File: src/rtl/clk_pattern_monitor_pkg.sv
// rtl/clk_pattern_monitor_pkg.sv - shared types and defaults for the clock-pattern monitor
package clk_pat_pkg;

    typedef enum logic [1:0] {
        SEARCH = 2'd0,
        VERIFY = 2'd1,
        LOCKED = 2'd2
    } mon_state_t;

    localparam int PAT_W_DEF = 16;

endpackage

File: src/rtl/clk_pattern_monitor_shift_window.sv
// rtl/clk_pattern_monitor_shift_window.sv - serial sample window with saturating fill count
module pattern_shift_window
    import clk_pat_pkg::*;
#(
    parameter int PAT_W = PAT_W_DEF
) (
    input  logic             clk,
    input  logic             rstn,
    input  logic             en,
    input  logic             din,
    output logic [PAT_W-1:0] win,
    output logic [PAT_W-1:0] win_nxt,
    output logic             full_nxt
);

    localparam int FILL_W = $clog2(PAT_W + 1);
    localparam logic [FILL_W-1:0] FILL_MAX = FILL_W'(PAT_W);
    localparam logic [FILL_W-1:0] FILL_PRE = FILL_W'(PAT_W - 1);

    logic [FILL_W-1:0] fill;

    // Look-ahead view of the window so the search compare sees this cycle's sample
    always_comb begin
        win_nxt  = {din, win[PAT_W-1:1]};
        full_nxt = (fill >= FILL_PRE);
    end

    // Shift newest sample in at the top; disabling the monitor empties the window
    always_ff @(posedge clk or negedge rstn) begin
        if (!rstn) begin
            win  <= '0;
            fill <= '0;
        end else if (!en) begin
            win  <= '0;
            fill <= '0;
        end else begin
            win <= win_nxt;
            if (fill != FILL_MAX) begin
                fill <= fill + 1'b1;
            end
        end
    end

endmodule

File: src/rtl/clk_pattern_monitor.sv
// rtl/clk_pattern_monitor.sv - boundary search, lock tracking and error counting for the clock pattern
module clk_pattern_monitor
    import clk_pat_pkg::*;
#(
    parameter int   PAT_W       = PAT_W_DEF,
    parameter int   LOCK_CNT    = 4,
    parameter int   LOSS_THRESH = 2,
    parameter int   ERR_W       = 8,
    localparam int  PH_W        = $clog2(PAT_W)
) (
    input  logic             clk,
    input  logic             rstn,
    input  logic             en,
    input  logic             din,
    input  logic [PAT_W-1:0] exp_pat,
    input  logic             clr_err,
    output logic             locked,
    output logic [PH_W-1:0]  phase,
    output logic             err_pulse,
    output logic [ERR_W-1:0] err_cnt,
    output logic [PAT_W-1:0] pat_capture
);

    localparam int GOOD_W = $clog2(LOCK_CNT + 1);
    localparam int BAD_W  = $clog2(LOSS_THRESH + 1);
    localparam logic [PH_W-1:0]   PH_LAST  = PH_W'(PAT_W - 1);
    localparam logic [GOOD_W-1:0] GOOD_TGT = GOOD_W'(LOCK_CNT);
    localparam logic [BAD_W-1:0]  BAD_TGT  = BAD_W'(LOSS_THRESH);
    localparam logic [ERR_W-1:0]  ERR_MAX  = '1;

    mon_state_t        state;
    logic [GOOD_W-1:0] good;
    logic [BAD_W-1:0]  bad;
    logic              period_err;
    logic [PAT_W-1:0]  win;
    logic [PAT_W-1:0]  win_nxt;
    logic              full_nxt;
    logic              mismatch;
    logic              wrap;
    logic [GOOD_W-1:0] good_inc;
    logic [BAD_W-1:0]  bad_inc;

    pattern_shift_window #(
        .PAT_W(PAT_W)
    ) u_window (
        .clk      (clk),
        .rstn     (rstn),
        .en       (en),
        .din      (din),
        .win      (win),
        .win_nxt  (win_nxt),
        .full_nxt (full_nxt)
    );

    assign pat_capture = win;

    // Per-bit compare against the expected pattern at the tracked phase
    always_comb begin
        mismatch = din ^ exp_pat[phase];
        wrap     = (phase == PH_LAST);
        good_inc = good + 1'b1;
        bad_inc  = bad + 1'b1;
    end

    // Acquisition / verification / lock state machine with phase and period counters
    always_ff @(posedge clk or negedge rstn) begin
        if (!rstn) begin
            state      <= SEARCH;
            phase      <= '0;
            locked     <= 1'b0;
            good       <= '0;
            bad        <= '0;
            period_err <= 1'b0;
            err_pulse  <= 1'b0;
        end else begin
            err_pulse <= 1'b0;
            if (!en) begin
                state      <= SEARCH;
                phase      <= '0;
                locked     <= 1'b0;
                good       <= '0;
                bad        <= '0;
                period_err <= 1'b0;
            end else begin
                case (state)
                    SEARCH: begin
                        if (full_nxt && (win_nxt == exp_pat)) begin
                            state      <= VERIFY;
                            phase      <= '0;
                            good       <= '0;
                            bad        <= '0;
                            period_err <= 1'b0;
                        end
                    end
                    VERIFY: begin
                        if (mismatch) begin
                            // Window is kept, so the search picks up again next cycle
                            state <= SEARCH;
                            phase <= '0;
                        end else begin
                            phase <= wrap ? '0 : phase + 1'b1;
                            if (wrap) begin
                                good <= good_inc;
                                if (good_inc == GOOD_TGT) begin
                                    state  <= LOCKED;
                                    locked <= 1'b1;
                                end
                            end
                        end
                    end
                    LOCKED: begin
                        phase <= wrap ? '0 : phase + 1'b1;
                        if (mismatch) begin
                            err_pulse <= 1'b1;
                        end
                        if (wrap) begin
                            period_err <= 1'b0;
                            if (period_err || mismatch) begin
                                if (bad_inc == BAD_TGT) begin
                                    state  <= SEARCH;
                                    locked <= 1'b0;
                                    bad    <= '0;
                                end else begin
                                    bad <= bad_inc;
                                end
                            end else begin
                                bad <= '0;
                            end
                        end else if (mismatch) begin
                            period_err <= 1'b1;
                        end
                    end
                    default: begin
                        state <= SEARCH;
                        phase <= '0;
                    end
                endcase
            end
        end
    end

    // Saturating count of mismatched bits seen while locked; clear has priority
    always_ff @(posedge clk or negedge rstn) begin
        if (!rstn) begin
            err_cnt <= '0;
        end else if (clr_err) begin
            err_cnt <= '0;
        end else if (en && (state == LOCKED) && mismatch && (err_cnt != ERR_MAX)) begin
            err_cnt <= err_cnt + 1'b1;
        end
    end

endmodule

File: config.mk
export PLATFORM = sky130hd
export DESIGN_NAME = clk_pattern_monitor
export DESIGN_NICKNAME = d
export VERILOG_FILES = /design/src/rtl/clk_pattern_monitor_pkg.sv /design/src/rtl/clk_pattern_monitor_shift_window.sv /design/src/rtl/clk_pattern_monitor.sv
export SDC_FILE = /design/constraint.sdc
export NUM_CORES = 1
export LEC_CHECK = 0
export ABC_AREA = 1
export CAP_MARGIN = 20
export CORE_MARGIN = 5
export CORE_UTILIZATION = 50
export DETAILED_ROUTE_END_ITERATION = 16
export GPL_ROUTABILITY_DRIVEN = 1
export MAX_ROUTING_LAYER = met4
export PLACE_DENSITY = 0.77
export SLEW_MARGIN = 10
export SYNTH_ARGS = -nofsm -noshare
export SYNTH_HDL_FRONTEND = slang
export SYNTH_HIERARCHICAL = 1
export SYNTH_SLANG_ARGS = --single-unit
File: constraint.sdc
create_clock -name clk -period 2.78 [get_ports clk]
set_input_delay 0.695 -clock clk [delete_from_list [all_inputs] [get_ports clk]]
set_output_delay 0.695 -clock clk [all_outputs]
set_load 0.01 [all_outputs]
; Word level (Yosys, flattened, before mapping)
; Index checks and enable logic that the tools add are counted.
[totals]
ff_bits = 43
inputBits = 21
out_inout_bits = 30
elab_cells = 100
[op_classes]
addsub = 5
order_cmp = 2
eq_ne = 22
muxes = 48
bitwise_logic = 1
reduce_logical = 12
[ops]
columns = cell, n
row1 = 2-to-1 mux 2 bit, 13
row2 = "!= test 3 bit, second input constant", 7
row3 = == test 16 bit, 1
row4 = 2-to-1 mux 16 bit, 1
row5 = 2-to-1 mux 4 bit, 4
row6 = 2-to-1 mux 8 bit, 2
row7 = 2-to-1 mux 1 bit, 15
row8 = 2-to-1 mux 3 bit, 4
row9 = "!= test 4 bit, second input constant", 3
row10 = case mux 4 bit (3 select lines), 1
row11 = 2-to-1 mux 5 bit, 2
row12 = "!= test 3 x 1 -> 1 bit, second input constant", 3
row13 = "adder 8 x 1 -> 8 bit, second input constant", 1
row14 = "!= test 8 bit, second input constant", 1
row15 = AND reduction 7 bit, 1
row16 = case mux 2 bit (3 select lines), 1
row17 = case mux 3 bit (2 select lines), 1
row18 = AND reduction 3 bit, 2
row19 = AND reduction 6 bit, 1
row20 = "adder 5 x 1 -> 5 bit, second input constant", 1
row21 = "greater-or-equal comparator 5 x 4 -> 1 bit, second input constant", 1
row22 = "< comparator 4 x 5 -> 1 bit, second input constant", 1
row23 = "!= test 5 bit, second input constant", 1
row24 = "adder 4 x 1 -> 4 bit, second input constant", 1
row25 = 16 further kinds, 21

; Logic depth before layout (Yosys ltp)
[logic_depth]
word_depth = 8
mapped_depth = 16
depth_no_buf = 16

; By module
; Netlist, hierarchy kept.
[modules_own_cells]
columns = module, n_inst, cells_each, area_each_um2
row1 = clk_pattern_monitor, 1, 261, 1771.7
row2 = pattern_shift_window, 1, 102, 952.2

; Worst setup path before layout
; OpenSTA, ideal clock, no wires.
[synth_timing]
path_kind = register -> register
from = reg u_window.fill[0]
to = reg period_err
setup_time_ns = 0.120
t_arrival_ns = 1.857
required_ns = 2.660
path_slack_ns = 0.803
stages_incl_launch_ff = 14
path_cell_list = dfrtp_1 -> ha_1 -> nand2_1 -> nor2_1 -> ha_1 -> nor2_1 -> nand2_1 -> a21boi_0 -> nand4_1 -> nor2_1 -> nand3_1 -> nand2_1 -> nand3_1 -> and3_1
[synth_via]
elab_chain_cells = 4
[synth_lines]
columns = element, line_no
row1 = "start, declared", clk_pattern_monitor_shift_window.sv:20  ; logic [FILL_W-1:0] fill;
row2 = "start signal, assigned", clk_pattern_monitor_shift_window.sv:39  ; fill <= fill + 1'b1;
row3 = greater-or-equal comparator 5 x 4 -> 1 bit, clk_pattern_monitor_shift_window.sv:25  ; full_nxt = (fill >= FILL_PRE);
row4 = named net full_nxt, clk_pattern_monitor.sv:37  ; logic full_nxt;
row5 = logical AND 1 bit, clk_pattern_monitor.sv:87  ; if (full_nxt && (win_nxt == exp_pat)) begin
row6 = != test 3 bit (no line), --
row7 = AND reduction 3 bit (no line), --
row8 = "end signal, assigned", clk_pattern_monitor.sv:83  ; period_err <= 1'b0;
row9 = "end signal, assigned", clk_pattern_monitor.sv:92  ; period_err <= 1'b0;
row10 = "end signal, assigned", clk_pattern_monitor.sv:117  ; period_err <= 1'b0;
row11 = "end, declared", clk_pattern_monitor.sv:34  ; logic period_err;
; The timed path passes the listed nets, and every way through them passes these cells.
; A chain may end at the register's enable or synchronous reset.

; Final worst setup path
[layout_timing]
from = reg u_window.fill[1]
to = reg state[1]
[layout_via]
elab_chain_cells = 4
[layout_lines]
columns = element, line_no
row1 = greater-or-equal comparator 5 x 4 -> 1 bit, clk_pattern_monitor_shift_window.sv:25
row2 = named net full_nxt, clk_pattern_monitor.sv:37
row3 = logical AND 1 bit, clk_pattern_monitor.sv:87
row4 = != test 3 bit (no line), --
row5 = AND reduction 6 bit (no line), --
row6 = "end signal, assigned", clk_pattern_monitor.sv:88  ; state <= VERIFY;
row7 = "end signal, assigned", clk_pattern_monitor.sv:98  ; state <= SEARCH;
row8 = "end signal, assigned", clk_pattern_monitor.sv:105  ; state <= LOCKED;
row9 = "end, declared", clk_pattern_monitor.sv:31  ; mon_state_t state;
; The timed path passes the listed nets, and every way through them passes these cells.

==> summary.md <==
| Metric | Value |
|---|---|
| Slew @ Worst Pin | `527 ps` |
| Row cnt | `26` |
| Routed wire length | `5.57 mm` |
| TritonCTS Buffers | `5` |
| Main combinational cell family by area after synthesis | `simple AND/OR/NAND/NOR gates` |
| Drt first pass iters | `4` |
| Worst-path clk slew | `80 ps` |
| Max-capacitance violation count | `0` |
| Proportion of register bits with asynchronous set or reset after synthesis | `100%` |
| Starting density of the core | `52.3%` |
| Global-route wire length before repair | `10.1 mm` |
| Total Routing Usage GR | `17.8%` |
| Share of total power consumed by net switching | `32.4%` |
| Xor and xnor area share after synthesis | `4.50%` |
| Dpl hpwl | `4.19 mm` |
| Adder-cell area share of the yosys netlist | `5.05%` |
| Die boundary height | `83.8 µm` |
| Area Overhead vs Synth | `20.1%` |
| Cell count after synthesis | `363` |
| Final period demand of the worst path | `2340 ps` |
| Pwr/cell area | `482 nW/µm²` |
| GRT overflow | `0` |
| Final hold viol count | `0` |
| Vias per cell | `4.92` |
| Most common library cell in the layout ignoring fill and taps | `sky130_fd_sc_hd__nand2_1` |
| Detailed-route via count | `2323` |
| Startpoint of the lowest-slack register-to-register path | `u_window/fill[1]$_DFFE_PN0P_` |
| Most common flop cell mapped by yosys | `sky130_fd_sc_hd__dfrtp_1` |
| Final-stage net count | `433` |
| Synthesized net count | `395` |
| Insertion delay of the later-clocked pin in the worst-skew pair | `290 ps` |
| TNS Setup | `0 ps` |
| Quantity of I/O buffers inserted on ports | `50` |
| Antenna violations before repair | `0` |
| Peak supply drop | `0.235 mV` |
| Final RePlAce weighted congestion | `0.907` |
| Share of total power in sequential cells | `45.4%` |
| Count of final setup violators | `0` |
| Setup skew after layout | `3.38 ps` |
| Multiplexer fraction of the synthesized cell area | `0%` |
| Bufs on Longest Clock Path | `2` |
| Leakage dissipation | `1.72 nW` |
| Clock root buffer | `sky130_fd_sc_hd__clkbuf_8` |
| Level count of the clock H-tree | `2` |
| Synthesized-area fraction occupied by ao, oa, aoi and oai cells | `5.37%` |
| Layout cells sized above 1 | `8.21%` |
| Worst min-delay path category | `in -> async` |
| Reg2Reg Setup Slack | `440 ps` |
| Portion of the clock cycle consumed by the worst path in the final layout | `84.0%` |
| Placed instance area | `3170 µm²` |
| Maximum operating frequency | `428 MHz` |
| Count of unresolved DRC violations after routing | `0` |
| Max-slew violation count | `0` |
| Result of the run | `finished clean` |
| Endpoint required time on the critical path | `2970 ps` |
| Ant diodes | `0` |
| Worst r2r dst | `state[1]$_DFFE_PN0P_` |
| Switching power of the nets | `0.512 mW` |
| Share of the synthesized area in the top cell type | `39.5%` |
| Number of different library cells in the post-synthesis netlist | `32` |
| Post-synthesis sequential area ratio | `39.5%` |
| Average wire per standard cell | `11.8 µm` |
| Top-Level Pins | `51` |
| Rel. slew slack | `64.9%` |
| Die width | `83.8 µm` |
| Data arrival time of the critical path | `2530 ps` |
| Worst reg-to-reg path cell count | `16` |
| Critical path endpoint category | `register` |
| Mean area per synthesized cell | `7.50 µm²` |
| Count of flip-flops with a built-in enable after synthesis | `0` |
| Clock network fraction of design power | `27.5%` |
| # Post-CTS Setup Buffers | `0` |
| Most frequent cells in the layout | `sky130_fd_sc_hd__nand2_1, sky130_fd_sc_hd__inv_1, sky130_fd_sc_hd__clkdlybuf4s50_1` |
| Most area-consuming cells after synthesis | `sky130_fd_sc_hd__dfrtp_1, sky130_fd_sc_hd__nand2_1, sky130_fd_sc_hd__inv_1` |
| Unrepaired setup endpoints after global routing | `false` |
| Critical path fanouts, max | `10` |
| Total number of yosys warnings | `6` |
| Post-Syn Area | `2720 µm²` |
| TritonCTS clock tree | `done` |
| Hold-fix buffer count after cts | `0` |
| Share of synthesized cell area in and, or, nand and nor gates | `32.3%` |
| Category of the critical setup timing path | `reg -> reg` |
| Die ar. | `7020 µm²` |
| Violation count after the first detailed-routing iteration | `136` |
| Number of gates resized after cts | `0` |
| Largest net degree at the start of global routing | `44` |
| Crit start category | `register` |
| Number of clock sinks | `43` |
| Post-route cell area | `3270 µm²` |
| Cell-internal power | `1.07 mW` |
| Core Box Area | `5200 µm²` |
| Via count of the first global-routing pass | `2308` |
| Register bit total from synthesis | `43` |
| Relative contribution of combinational cells to total power | `27.1%` |
| Antenna viol nets, final | `0` |
| Area leader, netlist | `sky130_fd_sc_hd__dfrtp_1` |
-- worst max path at each step --
| stage | depth (start not counted) | to | slack (ps) | start |
|---|---|---|---|---|
| 3_3_place_gp | 10 | phase[3]$_DFFE_PN0P_ | 300 | din |
| 2_1_floorplan | 13 | period_err$_DFFE_PN0P_ | 800 | u_window/fill[0]$_DFFE_PN0P_ |
| 4_1_cts | 16 | state[0]$_DFFE_PN0P_ | 450 | u_window/fill[1]$_DFFE_PN0P_ |
| 3_5_place_dp | 10 | bad[1]$_DFFE_PN0P_ | 260 | exp_pat[15] |
| 6_report | 16 | state[1]$_DFFE_PN0P_ | 440 | u_window/fill[1]$_DFFE_PN0P_ |
| 5_1_grt | 16 | state[0]$_DFFE_PN0P_ | 140 | u_window/fill[1]$_DFFE_PN0P_ |
-- per-layer routing --
| metal | routed length, µm | part of all wire [%] | GRT usage (%) |
|---|---|---|---|
| met1 | 2610 | 47 | 22.8 |
| met2 | 2630 | 47 | 28.6 |
| met3 | 267 | 4.8 | 3.85 |
| met5 | 0 | 0 | - |
| met4 | 68 | 1.2 | 5.12 |
-- logic make-up (layout without fill, tap and decap cells) --
group                    Yosys count  count (layout)
buffers and inverters             77             116
XOR/XNOR                          14              14
AND/OR/NAND/NOR                  193             193
flip-flops                        43              43
adder cells (fa/ha/maj)           11              11
AO/OA/AOI/OAI                     25              25
-- power by group through the flow --
stage / sequential, mW / clock [mW] / combinational (mW)
after floorplan: 0.721 / 0 / 0.296
after CTS: 0.717 / 0.447 / 0.429
final: 0.717 / 0.434 / 0.427
after global placement: 0.728 / 0 / 0.416
after detailed placement: 0.729 / 0 / 0.423
after global routing: 0.725 / 0.472 / 0.502
-- registers in the layout, summed over array words and instances, names as in the netlist --
register / cells
bad: 2
err_cnt: 8
err_pulse: 1
good: 3
locked: 1
period_err: 1
phase: 4
state: 2
u_window/fill: 5
u_window/win: 16
-- cell usage after synthesis, types with 8 or more instances --
| cell type | instances |
|---|---|
| sky130_fd_sc_hd__buf_4 | 17 |
| sky130_fd_sc_hd__dfrtp_1 | 43 |
| sky130_fd_sc_hd__ha_1 | 11 |
| sky130_fd_sc_hd__inv_1 | 54 |
| sky130_fd_sc_hd__nand2_1 | 102 |
| sky130_fd_sc_hd__nand3_1 | 32 |
| sky130_fd_sc_hd__nand4_1 | 10 |
| sky130_fd_sc_hd__nor2_1 | 24 |
| sky130_fd_sc_hd__o21ai_0 | 9 |
| sky130_fd_sc_hd__xor2_1 | 8 |
-- through the flow --
step | hold slack (ps) | worst slack, ps | total power, mW | instances | util (%)
floorplan | 399 | 803 | 1.02 | 363 | -
global placement | 471 | 304 | 1.14 | 464 | 60.9
detailed placement | 473 | 260 | 1.15 | 464 | 60.9
CTS | 481 | 454 | 1.59 | 472 | 62.8
global route | 517 | 143 | 1.70 | 472 | 62.8
finish | 456 | 444 | 1.58 | 472 | 62.8
-- worst max-delay path, stage by stage (launching register included) --
cell	delay, ps
sky130_fd_sc_hd__dfrtp_1	430
sky130_fd_sc_hd__ha_1	210
sky130_fd_sc_hd__nand2_1	60
sky130_fd_sc_hd__nor2_1	100
sky130_fd_sc_hd__ha_1	150
sky130_fd_sc_hd__nor2_1	40
sky130_fd_sc_hd__nand2_1	50
sky130_fd_sc_hd__a21boi_0	170
sky130_fd_sc_hd__nand4_1	140
sky130_fd_sc_hd__nor2_1	120
sky130_fd_sc_hd__nand3_1	80
sky130_fd_sc_hd__nand2_1	250
sky130_fd_sc_hd__o21ai_1	130
sky130_fd_sc_hd__inv_1	110
sky130_fd_sc_hd__nand2_1	70
sky130_fd_sc_hd__nand2_1	60
sky130_fd_sc_hd__nand2_1	40
-- final cells by class --
type | count | area, µm²
inverters | 56 | 210
multi-input cells | 243 | 1290
fillers | 478 | 1930
well taps | 70 | 87.6
repair buffers | 52 | 510
clock buffers | 8 | 100
flip-flops and latches | 43 | 1080
No activity file was read; power rests on OpenSTA's default activity.
